`config.mk`:
```
export PLATFORM = sky130hd
export DESIGN_NAME = simd_mem_sequencer
export DESIGN_NICKNAME = d
export VERILOG_FILES = /design/src/rtl/simd_pkg.sv /design/src/rtl/simd_lane_rep.sv /design/src/rtl/simd_mem_sequencer.sv
export SDC_FILE = /design/constraint.sdc
export NUM_CORES = 1
export LEC_CHECK = 0
export BUFFER_PORTS_ARGS = -buffer_cell sky130_fd_sc_hd__buf_2
export CAP_MARGIN = 20
export CORE_UTILIZATION = 45
export CTS_BUF_LIST = sky130_fd_sc_hd__clkbuf_4 sky130_fd_sc_hd__clkbuf_8
export DETAILED_ROUTE_END_ITERATION = 8
export GPL_ROUTABILITY_DRIVEN = 1
export GPL_TIMING_DRIVEN = 0
export PLACE_DENSITY = 0.85
export SYNTH_ARGS = -nofsm -noshare
export SYNTH_HDL_FRONTEND = slang
export SYNTH_SLANG_ARGS = --single-unit
```
`constraint.sdc`:
```
create_clock -name clk -period 2.4 [get_ports clk]
set_clock_uncertainty 0.05 [all_clocks]
set_input_delay 0.24 -clock clk [delete_from_list [all_inputs] [get_ports clk]]
set_output_delay 0.24 -clock clk [all_outputs]
set_load 0.005 [all_outputs]
```
`src/rtl/simd_pkg.sv`:
```
// Opcodes, instruction field positions, FSM states and register-select type for the SIMD sequencer.
package simd_pkg;

    localparam int OP_LSB  = 12;
    localparam int SEL_LSB = 10;
    localparam int IMM_W   = 10;

    typedef logic [5:0] opcode_t;

    localparam opcode_t OP_LOOPJUMP = 6'b100100;
    localparam opcode_t OP_SETLOOP  = 6'b100101;
    localparam opcode_t OP_LOAD16   = 6'b100110;
    localparam opcode_t OP_LOAD8    = 6'b100111;
    localparam opcode_t OP_LOAD4    = 6'b101000;
    localparam opcode_t OP_STORE16  = 6'b101001;
    localparam opcode_t OP_STORE8   = 6'b101010;
    localparam opcode_t OP_STORE4   = 6'b101011;
    localparam opcode_t OP_SET16    = 6'b101100;
    localparam opcode_t OP_SET8     = 6'b101101;
    localparam opcode_t OP_SET4     = 6'b101110;
    localparam opcode_t OP_HALT     = 6'b111111;

    typedef logic [1:0] reg_sel_t;
    localparam reg_sel_t SEL_INVALID = 2'b11;

    typedef enum logic [2:0] {
        ST_IF, ST_ID, ST_LD, ST_LDW, ST_ST, ST_EX, ST_HALT
    } state_t;

    typedef enum logic [1:0] {
        LANE_16, LANE_8, LANE_4
    } lane_t;

    function automatic logic is_load(opcode_t op);
        return op inside {OP_LOAD16, OP_LOAD8, OP_LOAD4};
    endfunction

    function automatic logic is_store(opcode_t op);
        return op inside {OP_STORE16, OP_STORE8, OP_STORE4};
    endfunction

    function automatic logic is_set(opcode_t op);
        return op inside {OP_SET16, OP_SET8, OP_SET4};
    endfunction

    function automatic logic is_loop(opcode_t op);
        return op inside {OP_SETLOOP, OP_LOOPJUMP};
    endfunction

endpackage

```
`src/rtl/simd_lane_rep.sv`:
```
// Immediate lane replication for the set instructions: 16-bit zero-extend, 8-bit x2, 4-bit x4.
// Purely combinational, no flow control.
module simd_lane_rep
    import simd_pkg::*;
#(
    parameter int DATA_W = 16
) (
    input  logic [IMM_W-1:0]  imm,
    input  lane_t             mode,
    output logic [DATA_W-1:0] value
);

    localparam int R8 = (DATA_W + 7) / 8;
    localparam int R4 = (DATA_W + 3) / 4;

    logic [R8*8-1:0] rep8;
    logic [R4*4-1:0] rep4;

    assign rep8 = {R8{imm[7:0]}};
    assign rep4 = {R4{imm[3:0]}};

    always_comb begin
        case (mode)
            LANE_8:  value = rep8[DATA_W-1:0];
            LANE_4:  value = rep4[DATA_W-1:0];
            default: value = DATA_W'(imm);
        endcase
    end

endmodule

```
`src/rtl/simd_mem_sequencer.sv`:
```
// SIMD memory sequencer: fetch/decode, loads, stores and sets run locally; other opcodes go to the ALU.
// Latency: set/loop 2 cycles, store 3, load 4, exec 3 plus ready wait. Loops need SIMD_LOOP_EN.
// Backpressure: only exec_ready stalls the sequencer (PC frozen in EX until it is sampled high).
module simd_mem_sequencer
    import simd_pkg::*;
#(
    parameter int ADDR_W = 10,
    parameter int DATA_W = 16,
    parameter int INST_W = 18
) (
    input  logic              clk,
    input  logic              rst,
    output logic [ADDR_W-1:0] instruction_addr,
    input  logic [INST_W-1:0] instruction_in,
    output logic [ADDR_W-1:0] data_addr,
    output logic              data_R,
    output logic              data_W,
    output logic [DATA_W-1:0] data_out,
    input  logic [DATA_W-1:0] data_in,
    output logic              exec_valid,
    output logic [INST_W-1:0] exec_inst,
    input  logic              exec_ready,
    input  logic              wb_valid,
    input  logic [1:0]        wb_sel,
    input  logic [DATA_W-1:0] wb_data,
    output logic [DATA_W-1:0] rf0,
    output logic [DATA_W-1:0] rf1,
    output logic [DATA_W-1:0] rf2,
    output logic              done,
    output logic              err
);

    state_t            state, state_nx;
    logic [ADDR_W-1:0] pc;
    logic [INST_W-1:0] ir;
    logic [DATA_W-1:0] rf [3];
`ifdef SIMD_LOOP_EN
    logic [IMM_W-1:0]  lc;
`endif

    opcode_t           op_id;
    reg_sel_t          sel_id, sel_ir;
    logic [IMM_W-1:0]  imm_id, imm_ir;
    logic              sel_bad_id;
    lane_t             lane_mode;
    logic [DATA_W-1:0] set_value, st_value;

    // ID decodes straight from the fetch bus; later states work from the latched IR.
    assign op_id      = instruction_in[OP_LSB +: 6];
    assign sel_id     = instruction_in[SEL_LSB +: 2];
    assign imm_id     = instruction_in[IMM_W-1:0];
    assign sel_ir     = ir[SEL_LSB +: 2];
    assign imm_ir     = ir[IMM_W-1:0];
    assign sel_bad_id = (sel_id == SEL_INVALID);

    always_comb begin
        case (op_id)
            OP_SET8: lane_mode = LANE_8;
            OP_SET4: lane_mode = LANE_4;
            default: lane_mode = LANE_16;
        endcase
    end

    simd_lane_rep #(.DATA_W(DATA_W)) u_lane_rep (
        .imm   (imm_id),
        .mode  (lane_mode),
        .value (set_value)
    );

    always_comb begin
        case (sel_ir)
            2'd0:    st_value = rf[0];
            2'd1:    st_value = rf[1];
            2'd2:    st_value = rf[2];
            default: st_value = '0;
        endcase
    end

    always_comb begin
        state_nx = state;
        case (state)
            ST_IF: state_nx = ST_ID;
            ST_ID: begin
                if (op_id == OP_HALT)                        state_nx = ST_HALT;
                else if (is_load(op_id) && !sel_bad_id)      state_nx = ST_LD;
                else if (is_store(op_id) && !sel_bad_id)     state_nx = ST_ST;
                else if (is_load(op_id) || is_store(op_id) ||
                         is_set(op_id) || is_loop(op_id))    state_nx = ST_IF;
                else                                         state_nx = ST_EX;
            end
            ST_LD:   state_nx = ST_LDW;
            ST_LDW:  state_nx = ST_IF;
            ST_ST:   state_nx = ST_IF;
            ST_EX:   if (exec_ready) state_nx = ST_IF;
            ST_HALT: state_nx = ST_HALT;
            default: state_nx = ST_IF;
        endcase
    end

    always_comb begin
        data_R     = 1'b0;
        data_W     = 1'b0;
        data_addr  = '0;
        data_out   = '0;
        exec_valid = 1'b0;
        exec_inst  = '0;
        done       = 1'b0;
        case (state)
            ST_LD: begin
                data_R    = 1'b1;
                data_addr = ADDR_W'(imm_ir);
            end
            ST_ST: begin
                data_R    = 1'b1;
                data_W    = 1'b1;
                data_addr = ADDR_W'(imm_ir);
                data_out  = st_value;
            end
            ST_EX: begin
                exec_valid = 1'b1;
                exec_inst  = ir;
            end
            ST_HALT: done = 1'b1;
            default: ;
        endcase
    end

    always_ff @(posedge clk) begin
        if (rst) begin
            state <= ST_IF;
            pc    <= '0;
            ir    <= '0;
            rf    <= '{default: '0};
            err   <= 1'b0;
`ifdef SIMD_LOOP_EN
            lc    <= '0;
`endif
        end else begin
            state <= state_nx;
            // ALU writeback goes first so a same-cycle sequencer write to the same register overrides it.
            if (wb_valid) begin
                if (wb_sel == SEL_INVALID) err <= 1'b1;
                else                       rf[wb_sel] <= wb_data;
            end
            case (state)
                ST_ID: begin
                    ir <= instruction_in;
                    if (is_set(op_id) || is_load(op_id) || is_store(op_id)) begin
                        if (sel_bad_id) begin
                            err <= 1'b1;
                            pc  <= pc + 1'b1;
                        end else if (is_set(op_id)) begin
                            rf[sel_id] <= set_value;
                            pc         <= pc + 1'b1;
                        end
                    end
                    if (is_loop(op_id)) begin
`ifdef SIMD_LOOP_EN
                        if (op_id == OP_SETLOOP) begin
                            lc <= imm_id;
                            pc <= pc + 1'b1;
                        end else if (lc != '0) begin
                            lc <= lc - 1'b1;
                            pc <= ADDR_W'(imm_id);
                        end else begin
                            pc <= pc + 1'b1;
                        end
`else
                        err <= 1'b1;
                        pc  <= pc + 1'b1;
`endif
                    end
                end
                ST_LDW: begin
                    rf[sel_ir] <= data_in;
                    pc         <= pc + 1'b1;
                end
                ST_ST:   pc <= pc + 1'b1;
                ST_EX:   if (exec_ready) pc <= pc + 1'b1;
                default: ;
            endcase
        end
    end

    assign instruction_addr = pc;
    assign rf0 = rf[0];
    assign rf1 = rf[1];
    assign rf2 = rf[2];

endmodule

```
=== Yosys cells after proc, flatten, opt, wreduce, memory -nomap -nowiden ===
Index checks and enable logic that the tools add are counted.
Widths: inputs -> output; s select.

* Logic and storage cells: 109
* Output and inout port bits: 107
* Register bits: 80

* Mux-type cells: 44
* Eq/ne operators: 27
* Order comparisons: 6
* Add/subtract/negate cells: 1
* Reductions and logical operators: 21
* Bitwise logic cells: 3

{| class="wikitable"
|+ Operators with widths
! cell !! count
|-
| $mux 48 || 6
|-
| $bwmux 48 || 3
|-
| $demux 16 s2 || 3
|-
| $pmux 48 s2 || 1
|-
| $eq 6x6->1 const B || 12
|-
| $mux 16 || 4
|-
| $mux 10 || 6
|-
| $pmux 16 s3 || 1
|-
| $pmux 16 s2 || 1
|-
| $pmux 10 s3 || 1
|-
| $mux 18 || 1
|-
| $mux 3 || 5
|-
| $pmux 3 s5 || 1
|-
| $reduce_bool 3->1 || 4
|-
| $add 10x1->10 const B || 1
|-
| $mux 1 || 10
|-
| $eq 3x3->1 const B || 3
|-
| $ge 3x3->1 const B || 3
|-
| $lt 3x1->1 const B || 3
|-
| $not 2->3 || 3
|-
| $eq 2x2->1 const B || 4
|-
| $eq 3x2->1 const B || 2
|-
| $logic_and 1x1->1 || 5
|-
| $logic_or 1x1->1 || 5
|-
| other kinds (12) || 14
|}

=== Logic depth before layout (Yosys ltp) ===
Gate-level depths: netlist (run 1).

* Depth in word-level cells: 14
* Mapped depth: 10
* Gate-level depth less buffers: 9

=== Cells and area by module ===
A second synthesis (run 1) with hierarchy kept.

* Cells, all modules: 677
* Area total of the unflattened synthesis: 5,123.7 um^2

{| class="wikitable"
|+ Modules (own cells, without submodules)
! module !! instances !! sequential area each (um^2) !! area each (um^2) !! cells an instance
|-
| simd_mem_sequencer || 1 || 1,601.5 || 4,911.0 || 645
|-
| simd_lane_rep || 1 || 0.0 || 212.7 || 32
|}

=== Worst setup path before layout (run 1) ===
OpenSTA, ideal clock, no wires.

* Kind: input -> register
* Start: input port instruction_in[16]
* End: register rf, in the netlist rf0[4]
* Data arrival time: 2,183 ps
* Cell stages on the path: 9
* Setup slack: 40 ps
* Required time: 2,222 ps
* Path through: buf_6 -> nand3b_1 -> or3_1 -> ha_1 -> or2_2 -> a22oi_1 -> a21oi_1 -> a221oi_1 -> nor2_1

* Longest elaborated chain between the ends: 9

{| class="wikitable"
|+ RTL lines
! element !! RTL line !! text
|-
| start, declared || simd_mem_sequencer.sv:14 || <nowiki>input logic [INST_W-1:0] instruction_in,</nowiki>
|-
| $eq 6x6->1 || simd_pkg.sv:43, simd_mem_sequencer.sv:57 ||
|-
| $pmux 2 s2 || simd_mem_sequencer.sv:57 || <nowiki>case (op_id)</nowiki>
|-
| $eq 2x2->1 or $eq 2x1->1 (tied branches) || simd_lane_rep.sv:23 || <nowiki>case (mode)</nowiki>
|-
| $pmux 16 s2 || simd_lane_rep.sv:23 ||
|-
| $bwmux 48 || simd_mem_sequencer.sv:153 || <nowiki>rf[sel_id] <= set_value;</nowiki>
|-
| $mux 48 || simd_mem_sequencer.sv:152 || <nowiki>end else if (is_set(op_id)) begin</nowiki>
|-
| $mux 48 || simd_mem_sequencer.sv:149 || <nowiki>if (sel_bad_id) begin</nowiki>
|-
| $mux 48 * || simd_mem_sequencer.sv:148 || <nowiki>if (is_set(op_id) || is_load(op_id) || is_store(op_id)) begin</nowiki>
|-
| $pmux 48 s2 * || simd_mem_sequencer.sv:145 || <nowiki>case (state)</nowiki>
|-
| end signal, assigned by index || simd_mem_sequencer.sv:143 || <nowiki>else rf[wb_sel] <= wb_data;</nowiki>
|-
| end signal, assigned by index || simd_mem_sequencer.sv:153 ||
|-
| end signal, assigned by index || simd_mem_sequencer.sv:175 || <nowiki>rf[sel_ir] <= data_in;</nowiki>
|-
| end, declared || simd_mem_sequencer.sv:36 || <nowiki>logic [DATA_W-1:0] rf [3];</nowiki>
|}

Every way passes the cells marked *; elsewhere a longest branch is shown, timed or not.
A chain may end at the register's enable or synchronous reset.

=== Worst setup path in the final report (run 1) ===
* Start: register state[0]
* End: register rf, in the netlist rf2[12]

* Longest elaborated chain between the ends: 2

{| class="wikitable"
|+ RTL lines
! element !! RTL line !! text
|-
| start, declared || simd_mem_sequencer.sv:33 || <nowiki>state_t state, state_nx;</nowiki>
|-
| start signal, assigned || simd_mem_sequencer.sv:139 || <nowiki>state <= state_nx;</nowiki>
|-
| $eq 3x2->1 or $eq 3x1->1 (tied branches) || simd_mem_sequencer.sv:145 ||
|-
| $pmux 48 s2 * || simd_mem_sequencer.sv:145 ||
|}

Marks and branches as above.

==> impl_metrics.toml, run 1 <==
[final_layout]
stdcell_area_sq_um = 6280
syn_to_final_growth_pct = 24.0
drive_gt1_share_pct = 29.3
post-route-util_pct = 57.6
antennaDiodeCount = 0
finalNetCount = 882

[synth]
ys.flop_type = "dfxtp_1"
async_flop_share_pct = 0
synth-seq-cells = 80
avgSynthCellArea_sq_um = 7.73
synth.distinct_cells = 52
synth_warnings = 0
ys_seq_area_share_pct = 31.6
syn_nets = 714
synth_edf_count = 0
synthCells = 655
syn_area_sq_um = 5060

[timing]
fin_crit_sh_pct = 97.7
finalMaxSlewViolations = 0
rsz0062_at_grt = "yes"
finalSetupViolCount = 0
period_needed_ns = 2.34
worst_slew_margin_rel_pct = 35.9
fmax_ghz = 0.427
hold_viol = 0
tightest_slew_ns = 0.957

[clocking]
cts.sinks = 80
cts_tree = "done"
htreeDepth = 3
clk_latency_ns = 0.36
hold_buffers = 0
clk_path_buf_depth = 2
clk_pin_slew_ns = 0.08
clockRootBuffer = "clkbuf_8"
post_cts_buffers = 0
cts_buffers = 9

[global_routing]
grt_max_degree = 14
grt_overflow = 0
grt_pass1_vias = 5202
grt_usage_pct = 30.2
antenna_found_initial = 0
grt_pass1_wl_mm = 27.2

[power]
leakage_nw = 2.95
ir_drop_v = 0.000271
p_per_area_nw_per_um2 = 518

[placed_design]
placed_area_sq_um = 6020
post-dp-hpwl_mm = 13.2
io_buffer_count = 157
globalplace.congestion = 0.967

[die]
die_h_microns = 108
die_x_microns = 108
std_cell_rows = 38
die_area_sq_um = 11700
core_sq_um = 10900
ios = 163
start_util_pct = 46.5

[critical_path]
cp_common_cell = "buf_4"
slowest_stage = "nor4_4"
worstPathMaxFanout = 10
cp_num_buf_inv = 2
cp.arrival_ns = 2.51
worstSetupStartpointType = "register"
cp-end-kind = "register"
worstPathRequired_ns = 2.57
max_stage_delay_ns = 0.51
crit_family = "simple AND/OR/NAND/NOR gates"
path_class = "register to register"
crit_chain = "buf_4 -> or3b_1 -> buf_4 -> nor4_4 -> nor2_1 -> o21ai_0 -> a21oi_1"

[route]
drtAntennaViolNets = 0
post_drt_wl_per_cell_microns = 18.8
routed_via_density = 6.11
wl_mm = 18.1
via_count = 5905
dr.first_iter.drc_count = 753
drtPass1Iterations = 9
drc_errors = 0

[flow_run]
cap_violations = 0

[outcome]
status = "finished, final reports clean"

[worst_hold_path]
hold_path_class = "input port to register"
## per-stage QoR
stage / cells / TNS [ns] / total power, mW / hold slack (ns) / setup WS [ns]
floorplan: 655 / 0 / 1.94 / 0.326 / 0.0399
global placement: 952 / -5.05 / 2.22 / 0.396 / -0.295
detailed placement: 952 / -6.32 / 2.23 / 0.397 / -0.361
CTS: 967 / 0 / 3.20 / 0.0876 / 0.0154
global route: 967 / -0.0163 / 3.37 / 0.0935 / -0.0163
finish: 967 / 0 / 3.25 / 0.0896 / 0.0559
## cells in the final DEF, fill, tap and decap left out, types with 3 or more instances in the layout
master      n
buf_2     165
a21oi_1    88
nor2_1     87
dfxtp_1    79
nand2_1    71
mux2i_1    49
clkbuf_1   26
mux2_2     25
a22oi_1    20
o21ai_0    19
and3_1     18
and2_1     15
a221oi_1   13
nand2b_1   10
or3_1      10
o211ai_1    9
clkbuf_8    9
a222oi_1    8
nor2b_1     7
buf_4       6
clkbuf_2    6
inv_1       6
or2_2       6
nand3_1     6
nor3_1      5
nand3b_1    4
a211oi_1    4
nor4_1      4
a22oi_2     3
ha_1        3
clkinv_2    3
## flip-flops by register name, summed over array words and instances, names as in the netlist
| name | cells |
|---|---|
| ir | 18 |
| rf2 | 16 |
| rf1 | 16 |
| rf0 | 16 |
| state | 3 |
| err | 1 |
| instruction_addr | 10 |
## timing repair
action / in CTS / in global routing
cloned: 0 / 0
resized for setup: 13 / 18
pin swaps: 0 / 2
setup endpoints to repair: 21 / 53
## logic make-up (layout without fill, tap and decap cells)
group | after synthesis | count (layout) | share of synthesized area, %
simple gates | 258 | 258 | 24.7
compound gates | 180 | 180 | 22.2
flops | 80 | 80 | 31.6
mux | 74 | 74 | 15.3
buf+inv | 58 | 230 | 5.09
fa+ha+maj | 3 | 3 | 0.742
xor+xnor | 2 | 2 | 0.346
## area by class of cell
cell class	count	area, sq um
fill	1015	4610
multi-input combinational	517	3250
sequential	80	1600
timing repair buffer	157	786
buffer	52	258
tap	140	175
clock buffer	9	124
clock inverter	6	61.3
inverter	6	22.5
## worst paths after layout
| path | startpoint | to | slack, ns | depth (start not counted) |
|---|---|---|---|---|
| setup / recovery | state[0] | rf2[12] | 0.06 | 7 |
| hold / removal | instruction_in[9] | ir[9] | 0.09 | 3 |
| setup reg to reg | state[0] | rf2[12] | 0.06 | 7 |
| hold reg to reg | ir[16] | ir[16] | 0.42 | 2 |
## layer usage
layer | vias up | GRT usage [%] | share of wire, %
met5 | - | 0 | 0
met4 | 0 | 12.2 | 3.5
met3 | 69 | 6.75 | 12
met2 | 451 | 49.0 | 45
met1 | 2687 | 38.6 | 40
li1 | 2698 | - | -
## worst min-delay path, cell delays in order
cell,delay [ns]
buf_2,0.11
nand2_1,0.05
a21oi_1,0.05
## cells in the mapped netlist, types with 2 or more instances
cell	count	area share, %
nand2_1	71	5.3
mux2_2	25	5.6
nor4_1	4	0.49
nor2_1	88	6.5
buf_4	4	0.59
clkbuf_1	34	2.5
inv_1	6	0.44
a222oi_1	8	1.6
ha_1	3	0.74
buf_1	4	0.30
o32ai_1	2	0.35
a31oi_1	2	0.25
nor3_1	5	0.49
and2_1	15	1.9
or2_2	6	0.74
or4_1	2	0.30
a211o_1	2	0.35
mux2i_1	49	9.7
o21ai_0	19	1.9
nand4_1	2	0.25
nand3_1	6	0.59
o22ai_1	2	0.25
a21oi_1	89	8.8
buf_6	2	0.44
or3_1	11	1.4
dfxtp_1	80	32
a211oi_1	4	0.59
a221oi_1	14	2.4
nor2b_1	7	0.87
nand2b_1	10	1.2
o211ai_1	9	1.3
and3_1	18	2.2
buf_2	8	0.79
nand3b_1	4	0.59
a22oi_1	23	3.4
## report_power, final
| group | switching, mW | leakage (nW) | internal [mW] | total [mW] |
|---|---|---|---|---|
| Combinational | 0.485 | 2.20 | 0.291 | 0.776 |
| Clock | 0.537 | 0.0948 | 0.472 | 1.01 |
| Sequential | 0.0639 | 0.652 | 1.40 | 1.47 |
No activity file was read; power rests on OpenSTA's default activity.
==> inputs of run 2 (changes only) <==
BUFFER_PORTS_ARGS = -buffer_cell sky130_fd_sc_hd__clkbuf_2   (was -buffer_cell sky130_fd_sc_hd__buf_2)
SETUP_SLACK_MARGIN = 0.4   (was not set)
==> impl_metrics.toml, run 2 (synthesis gave the netlist of run 1 again) <==
[timing]
finalSetupViolCount = 0
hold_viol = 0
period_needed_ns = 2.10
worst_slew_margin_rel_pct = 50.0
finalMaxSlewViolations = 0
finalSetupTns_ns = 0
fin_crit_sh_pct = 87.6
tightest_slew_ns = 0.750
rsz0062_at_grt = "yes"
layout_setup_ws_ns = 0.298
hold_slack_ns = 0.0639
fmax_ghz = 0.476

[critical_path]
cp_num_buf_inv = 2
path_class = "input port to register"
rr_endpoint = "rf1[12]"
worstPathRequired_ns = 2.59
worstPathMaxFanout = 4
worstRegToRegCells = 5
slowest_stage = "or4_4"
max_stage_delay_ns = 0.56
cp.arrival_ns = 2.30
cp-end-kind = "register"
reg2reg_slack_ns = 0.37
crit_chain = "clkbuf_16 -> nand2_4 -> or4_4 -> inv_2 -> ha_4 -> or2_4 -> a22oi_2 -> mux2i_1 -> a221oi_1 -> nor2_1"
rr_startpoint = "state[2]"
crit_family = "simple AND/OR/NAND/NOR gates"
worstSetupStartpointType = "input port"

[route]
dr.first_iter.drc_count = 666
via_count = 6135
drc_errors = 0
routed_via_density = 6.19
post_drt_wl_per_cell_microns = 19.8
drtAntennaViolNets = 0
wl_mm = 19.6
drtPass1Iterations = 6

[clocking]
clk_path_buf_depth = 2
cts.sinks = 80
htreeDepth = 3
hold_buffers = 0
clk_latency_ns = 0.37
cts_tree = "done"
clockRootBuffer = "clkbuf_8"
clk_pin_slew_ns = 0.10
cts_buffers = 9

[placed_design]
post-dp-hpwl_mm = 13.2
dp.cells = 952
place_ws_ns = -0.234
globalplace.congestion = 0.978
placed_area_sq_um = 6110
io_buffer_count = 157

[die]
die_h_microns = 108
ios = 163
die_x_microns = 108
core_sq_um = 10900
die_area_sq_um = 11700
start_util_pct = 46.5
std_cell_rows = 38

[global_routing]
grt_overflow = 0
grt_pass1_wl_mm = 28.7
antenna_found_initial = 0
grt_pass1_vias = 5509
grt_max_degree = 15
grt_usage_pct = 32.1

[worst_hold_path]
hold_path_class = "input port to register"
holdPathStages = 3
min_to = "ir[9]"
hp-start = "instruction_in[9]"

[power]
p_int_mw = 2.39
p_per_area_nw_per_um2 = 515
combPwrFrac_pct = 25.8
p_seq_share_pct = 41.5
netSwitchingPower_mw = 1.17
leakage_nw = 3.14
ir_drop_v = 0.000332
clockPowerShare_pct = 32.7
swShare_pct = 32.9

[final_layout]
top_register = "ir"
final_cells = 991
drive_gt1_share_pct = 36.7
largest_reg_flops = 18
finalNetCount = 905
antennaDiodeCount = 0
syn_to_final_growth_pct = 36.5
layout_common_cells = "clkbuf_2, nor2_1, a21oi_1"
stdcell_area_sq_um = 6910
final_common_cell = "clkbuf_2"

[flow_run]
cap_violations = 0

[outcome]
status = "finished, final reports clean"
run 2: worst max path at each step:
stage,cells after the start,from,to
after floorplan,9,instruction_in[16],rf0[4]
after global placement,7,ir[10],data_out[12]
after detailed placement,7,ir[10],data_out[12]
after CTS,10,instruction_in[17],rf2[5]
after global routing,8,instruction_in[17],rf0[1]
final,10,instruction_in[17],rf2[5]
run 2: power by group through the flow:
stage / combinational [mW] / sequential [mW] / clock (mW)
after floorplan: 0.462 / 1.48 / 0
after global placement: 0.736 / 1.50 / 0
after detailed placement: 0.749 / 1.50 / 0
after CTS: 0.809 / 1.47 / 1.14
after global routing: 0.971 / 1.48 / 1.20
final: 0.916 / 1.47 / 1.16
run 2: per-layer routing:
| metal | global-route usage [%] | wire [microns] | vias up |
|---|---|---|---|
| li1 | - | - | 2756 |
| met1 | 41.1 | 7580 | 2831 |
| met2 | 51.0 | 8780 | 467 |
| met3 | 6.45 | 2450 | 81 |
| met4 | 16.1 | 825 | 0 |
| met5 | 0 | 0 | - |
run 2: stage by stage:
step,util (%),total power [mW]
floorplan,-,1.95
global placement,56.1,2.23
detailed placement,56.1,2.25
CTS,60.9,3.42
global route,63.4,3.65
finish,63.4,3.55
run 2: repair_timing:
item                       4_1_cts  5_1_grt
pin swaps                       10       12
setup endpoints to repair      120       84
cloned                           1        1
gates resized for setup         67       54
setup buffers                   10       11
run 2: worst register-to-register path, delay by kind of cell (launching register included):
family | cells | cell delay, ns
compound gates | 2 | 0.34
flops | 1 | 0.39
simple gates | 2 | 0.78
buf+inv | 1 | 0.41
run 2: cell type report:
type / instances / area (sq um)
fill: 890 / 3980
clock inverter: 6 / 91.3
tap: 140 / 175
multi-input combinational: 517 / 3440
sequential: 80 / 1620
inverter: 6 / 22.5
clock buffer: 10 / 131
timing repair buffer: 180 / 1020
buffer: 52 / 409
==> inputs of run 3 (changes only) <==
CORE_ASPECT_RATIO = 0.6   (was not set)
==> impl_metrics.toml, run 3 (synthesis gave the netlist of run 1 again) <==
[worst_hold_path]
hold_path_class = "input port to register"

[critical_path]
worstPathMaxFanout = 10
slowest_stage = "dfxtp_2"
crit_chain = "clkbuf_8 -> nor2b_1 -> clkbuf_8 -> buf_12 -> a21oi_1 -> nor2_1 -> clkbuf_2"
cp.arrival_ns = 1.74
worstPathRequired_ns = 2.11
crit_family = "buffers and inverters"
worstSetupStartpointType = "register"
max_stage_delay_ns = 0.37
cp-end-kind = "primary output"
cp_common_cell = "clkbuf_8"
cp_num_buf_inv = 4
path_class = "register to primary output"

[route]
drc_errors = 8
routed_via_density = 6.29
drtPass1Iterations = 9
dr.first_iter.drc_count = 858
post_drt_wl_per_cell_microns = 20.8
via_count = 6275
drtAntennaViolNets = 0
wl_mm = 20.8

[placed_design]
globalplace.congestion = 0.984
io_buffer_count = 157
post-dp-hpwl_mm = 14.3
dp.cells = 951

[clocking]
cts_tree = "done"
cts.sinks = 80
hold_buffers = 0
cts_buffers = 9
clk_pin_slew_ns = 0.08
clk_path_buf_depth = 2
clockRootBuffer = "clkbuf_8"
htreeDepth = 3
clk_latency_ns = 0.38

[power]
p_per_area_nw_per_um2 = 513
ir_drop_v = 0.000290
totalPowerFinal_mw = 3.55
leakage_nw = 3.17

[final_layout]
antennaDiodeCount = 0
finalNetCount = 913
top_register = "ir"
final_cells = 998
nFillCells = 913
drive_gt1_share_pct = 36.9
largest_reg_flops = 18
multi_input_area_sq_um = 3440
final_common_cell = "clkbuf_2"
layout_common_cells = "clkbuf_2, a21oi_1, nor2_1"
syn_to_final_growth_pct = 36.9
layout.area.seq_sq_um = 1620

[global_routing]
antenna_found_initial = 0
grt_max_degree = 14
grt_pass1_vias = 5436
grt_pass1_wl_mm = 29.8
grt_usage_pct = 33.2
grt_overflow = 0

[outcome]
violations = "design-rule violations"
status = "finished, violations left"

[die]
die_area_sq_um = 11700
start_util_pct = 47.1
die_x_microns = 139
ios = 163
std_cell_rows = 29
die_h_microns = 84.1
core_sq_um = 10700

[flow_run]
cap_violations = 0

[timing]
hold_slack_ns = 0.0529
finalSetupViolCount = 0
rsz0062_at_grt = "yes"
fin_crit_sh_pct = 84.7
tightest_slew_ns = 0.811
hold_viol = 0
period_needed_ns = 2.03
finalMaxSlewViolations = 0
fmax_ghz = 0.492
worst_slew_margin_rel_pct = 45.9
-- run 3: cell types whose count changed in the layout (fill, tap and decap cells not counted), sizes merged --
cell	previous run	this run
buf	44	59
clkbuf	198	191
clkinv	0	3
clkinvlp	3	1
inv	7	6
-- run 3: cell type report --
| type | count | area share, % |
|---|---|---|
| Multi-Input combinational cell | 517 | 49.6 |
| Sequential cell | 80 | 23.3 |
| Timing Repair Buffer | 188 | 15.0 |
| Buffer | 52 | 5.98 |
| Tap cell | 139 | 2.51 |
| Clock buffer | 10 | 1.99 |
| Clock inverter | 6 | 1.19 |
| Inverter | 6 | 0.361 |
-- run 3: final timing paths --
check | to | startpoint | depth (start not counted) | slack [ns]
worst max-delay path | data_out[10] | ir[10] | 7 | 0.37
worst min-delay path | ir[14] | instruction_in[14] | 3 | 0.05
worst max register to register | rf2[0] | state[0] | 8 | 0.39
worst min register to register | ir[14] | ir[14] | 2 | 0.41
-- run 3: tightest hold or removal path, cell delays in order --
cell     delay (ns)
buf_12         0.11
nand2_1        0.05
a21oi_1        0.05
-- run 3: stage by stage --
| stage | util (%) | setup slack [ns] | instance area [sq um] | setup TNS, ns |
|---|---|---|---|---|
| after floorplan | - | 0.238 | 5150 | 0 |
| after global placement | 56.9 | -0.423 | 6110 | -3.76 |
| after detailed placement | 56.9 | -0.434 | 6110 | -3.83 |
| after CTS | 61.1 | 0.389 | 6560 | 0 |
| after global routing | 64.5 | 0.314 | 6930 | 0 |
| final | 64.5 | 0.367 | 6930 | 0 |
-- run 3: what timing repair did --
item / in CTS / in global routing
setup buffers: 10 / 18
cloned: 0 / 3
gates resized for setup: 57 / 69
endpoints found under the setup margin: 104 / 100
pin swaps: 6 / 12
-- run 3: where the power goes --
part	internal, mW	switching [mW]
Combinational	0.389	0.550
Clock	0.609	0.532
Sequential	1.40	0.0679
-- run 3: routing by layer --
metal | vias up | track usage [%] | wire length, microns
li1 | 2776 | - | -
met1 | 2882 | 47.6 | 8860
met2 | 531 | 46.9 | 8190
met3 | 86 | 9.18 | 3040
met4 | 0 | 12.8 | 656
met5 | - | 0 | 0
